<file path="config.mk">
export PLATFORM = sky130hd
export DESIGN_NAME = dmem_unit
export DESIGN_NICKNAME = d
export VERILOG_FILES = /design/src/rtl/dmem_unit.sv
export SDC_FILE = /design/constraint.sdc
export NUM_CORES = 2
export LEC_CHECK = 0
export BUFFER_PORTS_ARGS = -buffer_cell sky130_fd_sc_hd__buf_2
export CORE_UTILIZATION = 45
export CTS_CLUSTER_DIAMETER = 60
export CTS_CLUSTER_SIZE = 40
export DETAILED_ROUTE_END_ITERATION = 12
export SYNTH_ARGS = -nofsm -noshare
export SYNTH_HDL_FRONTEND = slang
export SYNTH_SLANG_ARGS = --single-unit
</file>
<file path="constraint.sdc">
create_clock -name clk -period 7.5 [get_ports clk]
set_input_delay 1.5 -clock clk [delete_from_list [all_inputs] [get_ports clk]]
set_output_delay 1.5 -clock clk [all_outputs]
set_load 0.02 [all_outputs]
</file>
<file path="src/rtl/dmem_unit.sv">
// Multi-cycle single-port data memory for the MEM stage. A load or store takes
// LATENCY cycles, during which stall holds the pipeline; results land in a one-cycle DONE state.
module dmem_unit #(
    parameter int ADDR_W  = 8,
    parameter int LATENCY = 3
) (
    input  logic        clk,
    input  logic        rst,
    input  logic        MemRead_in,
    input  logic        MemWrite_in,
    input  logic [15:0] addr,
    input  logic [15:0] wr_data,
    output logic [15:0] rd_data,
    output logic        rd_valid,
    output logic        addr_err,
    output logic        stall
);

    typedef enum logic [1:0] {
        IDLE = 2'd0,
        BUSY = 2'd1,
        DONE = 2'd2
    } state_t;

    localparam logic [2:0] CNT_INIT = 3'(LATENCY - 1);
    localparam bit         SINGLE   = (LATENCY == 1);

    state_t              state;
    logic [2:0]          cnt;
    logic [ADDR_W-1:0]   addr_q;
    logic [15:0]         wr_data_q;
    logic                is_wr;
    logic                oor;

    logic [15:0]         mem [2**ADDR_W];

    logic                req;
    logic                in_oor;
    logic                acc_now;
    logic [ADDR_W-1:0]   acc_idx;
    logic [15:0]         acc_data;
    logic                acc_wr;
    logic                acc_oor;

    assign req    = MemRead_in | MemWrite_in;
    assign in_oor = |addr[15:ADDR_W];

    // With LATENCY==1 the access happens at the accepting edge, so it must use
    // the live inputs; otherwise it uses the values captured in IDLE.
    always_comb begin
        acc_now  = 1'b0;
        acc_idx  = addr_q;
        acc_data = wr_data_q;
        acc_wr   = is_wr;
        acc_oor  = oor;
        if (state == IDLE) begin
            acc_now  = SINGLE && req;
            acc_idx  = addr[ADDR_W-1:0];
            acc_data = wr_data;
            acc_wr   = MemWrite_in;
            acc_oor  = in_oor;
        end else if (state == BUSY) begin
            acc_now  = (cnt == 3'd1);
        end
    end

    // Gated by rst so an access cannot complete while reset is held.
    assign stall = rst && (((state == IDLE) && req) || (state == BUSY));

    always_ff @(posedge clk) begin
        if (rst && acc_now && acc_wr && !acc_oor)
            mem[acc_idx] <= acc_data;
    end

    always_ff @(posedge clk or negedge rst) begin
        if (!rst) begin
            state     <= IDLE;
            cnt       <= 3'd0;
            addr_q    <= '0;
            wr_data_q <= 16'h0000;
            is_wr     <= 1'b0;
            oor       <= 1'b0;
            rd_data   <= 16'h0000;
            rd_valid  <= 1'b0;
            addr_err  <= 1'b0;
        end else begin
            rd_valid <= 1'b0;
            addr_err <= 1'b0;
            if (acc_now) begin
                rd_valid <= !acc_wr;
                addr_err <= acc_oor;
                if (!acc_wr)
                    rd_data <= acc_oor ? 16'h0000 : mem[acc_idx];
            end
            case (state)
                IDLE: begin
                    if (req) begin
                        addr_q    <= addr[ADDR_W-1:0];
                        wr_data_q <= wr_data;
                        is_wr     <= MemWrite_in;
                        oor       <= in_oor;
                        if (SINGLE) begin
                            state <= DONE;
                        end else begin
                            state <= BUSY;
                            cnt   <= CNT_INIT;
                        end
                    end
                end
                BUSY: begin
                    if (cnt == 3'd1)
                        state <= DONE;
                    else
                        cnt <= cnt - 3'd1;
                end
                DONE:    state <= IDLE;
                default: state <= IDLE;
            endcase
        end
    end

endmodule

</file>
==> flow_summary.ini <==
[yosys]
synth_flop_cell = edfxtp_1
synth_area_leaders = edfxtp_1 (82%), o22ai_1 (8.0%), o21ai_0 (2.8%)
ys_seq_elements = 4145
netlist_area_sq_um = 151000
synth_cell_types = 48
ys_seq_area_frac = 0.824
ys.warnings.count = 0
synthTopCellsByCount = edfxtp_1 (4096), o22ai_1 (1921), o21ai_0 (845)
synthArstFlopShare = 0.0118
yosysMostFrequentCell = edfxtp_1
synth_edf_count = 4096
syn-mean-instance-area_sq_um = 17.2
netlist_instances = 8746
synth_top_area_frac = 0.816
synth_top_area_cell = edfxtp_1
syn-num-nets = 8784

[drt]
wl_microns = 459000
drt_iter0_drc = 12400
dr.pass1.iters = 6
via_per_inst = 6.61
ant_nets = 0
wl_per_cell_microns = 34.0
route.vias.total = 89300
drcViolationCount = 0

[global_route]
grt-ovfl-total = 0
antenna_found_initial = 23
grt_max_degree = 250
grt_pass1_vias = 85100
grt_pass1_wl_microns = 644000
gr-usage-all-layers = 0.265

[run_status]
violations = capacitance limit, slew limit
status = finished, violations left

[finish]
syn_to_final_growth_pct = 11.1
nFillCells = 26800
final_cells = 13500
drive_gt1_frac = 0.120
finish.utilization = 0.502
final_nets = 8940
regArea_sq_um = 124000
multi_input_area_sq_um = 23900

[sta]
hold_slack_ns = 0.480
period_share = 0.803
fin_crit_ns = 6.02
skew_ns = 0.0717
rsz0062_at_grt = no
fin_setup_tns_ns = 0
final_max_slew_viol_count = 96
hold_viol = 0
fmax_mhz = 166
tightest_slew_ns = 1.71
slew_headroom = -0.143
setup_viol = 0

[clock_tree]
numCtsBuffers = 241
cts_resized = 0
htree_num_levels = 4
clockRootBuffer = clkbuf_16
tritoncts = built
holdBufCountCts = 0
clock-sinks = 4145
postCtsSetupRepairBufs = 0
clkSlewWorstSetupHoldPaths_ns = 0.09
clk-insertion-delay-late_ns = 0.98
clockBufferDepth = 4

[floorplan]
die_h_microns = 581
coreArea_sq_um = 333000
die_area_sq_um = 337000
die_width_microns = 581
start_util = 0.452
pin_count = 55
row_count = 212

[placement]
dp.cells = 13000
hpwl_microns = 260000
place_congestion = 0.860
port_buffers = 54

[pwr]
total_power_mw = 68.7
leakagePower_nw = 49.9
ir_worst_vdd_mv = 0.595
power_density_nw_per_um2 = 410

[setup_path]
endpoint_kind = register
setup.worst_path.start_class = register
worst-setup-path-type = register to register
timing.critical_path.arrival_ns = 6.87
rr_worst_depth = 12
worstPathRequired_ns = 8.35
crit_fanout = 64

[flow_run]
cap_viol_max_count = 1

[worst_hold_path]
min_path_type = register to register
hold_depth = 2
## registers in the layout, summed over array words and instances (netlist names)
signal	count
mem	4096
rd_data	16
wr_data_q	16
addr_q	8
cnt	3
state	2
addr_err	1
is_wr	1
oor	1
rd_valid	1
## per-stage QoR
step	setup WS [ns]	instance area (sq um)
2_1_floorplan	1.78	151000
3_3_place_gp	0.539	158000
3_5_place_dp	1.14	159000
4_1_cts	1.16	167000
5_1_grt	1.13	167000
6_report	1.48	167000
## kinds of logic (layout without fill, tap and decap cells)
family	after synthesis	count (layout)	synth area share
adders and majority gates	2	2	0.000166
AOI/OAI and AO/OA	3443	3443	0.141
buffers and inverters	650	1015	0.0209
other	0	18	0
xor gates and xnor gates	1	1	0.0000581
DFF	4145	4145	0.824
and+or+nand+nor	505	505	0.0138
## worst paths after layout
kind                                      startpoint                        end  slack (ns)
min                        wr_data_q[12]$_DFFE_PN0P_  wr_data_q[12]$_DFFE_PN0P_        0.48
max reg2reg                     state[0]$_DFFE_PN0P_     rd_data[0]$_DFFE_PN0P_        1.48
min in group asynchronous                        rst          is_wr$_DFFE_PN0P_        0.50
min reg2reg                wr_data_q[12]$_DFFE_PN0P_  wr_data_q[12]$_DFFE_PN0P_        0.48
max in group asynchronous                        rst     rd_data[6]$_DFFE_PN0P_        5.62
max                             state[0]$_DFFE_PN0P_     rd_data[0]$_DFFE_PN0P_        1.48
## cell type report
cell class	count	area share
Antenna cell	18	0.000269
Timing Repair Buffer	555	0.0293
Multi-Input combinational cell	3951	0.143
Sequential cell	4145	0.742
Inverter	8	0.000179
Clock buffer	249	0.0366
Tap cell	4387	0.0328
Clock inverter	203	0.0159
## critical path: stages, from the launching register on
cell and delay, ns:
dfrtp_1 0.51, nor2_4 0.81, o31a_4 0.90, buf_12 0.36, buf_12 0.29, buf_4 0.34, o22ai_1 0.12, o21ai_0 0.26
a41oi_1 0.41, o41ai_1 1.12, buf_4 0.34, nand4_1 0.11, o21ai_1 0.20
## cell usage in the layout (no fill, tap or decap), drive strengths merged, types with 2 or more instances in the layout
master / count
or2: 2
o21a: 12
or3: 2
a221oi: 2
o211ai: 2
inv: 98
diode: 18
o31a: 4
nand3: 16
o31ai: 9
nor4: 8
clkinvlp: 21
edfxtp: 4096
buf: 554
o21ai: 997
nand4: 26
a22oi: 128
nor2: 267
a21oi: 68
o22ai: 1921
clkbuf: 250
nand2b: 10
a41oi: 231
nor2b: 2
ha: 2
o41ai: 63
nand2: 164
dfrtp: 49
clkinv: 78
bufinv: 14
or4b: 2
and2: 4
## power breakdown
part,internal (mW),switching (mW)
sequential,30.2,0.192
combinational,5.05,17.8
clock,6.98,8.46
## metal layers
| layer | share of wire | track usage |
|---|---|---|
| met1 | 0.38 | 0.364 |
| met2 | 0.46 | 0.413 |
| met3 | 0.11 | 0.0556 |
| met4 | 0.046 | 0.111 |
| met5 | 0.00018 | 0 |
Power figures use the tool's default switching activity.
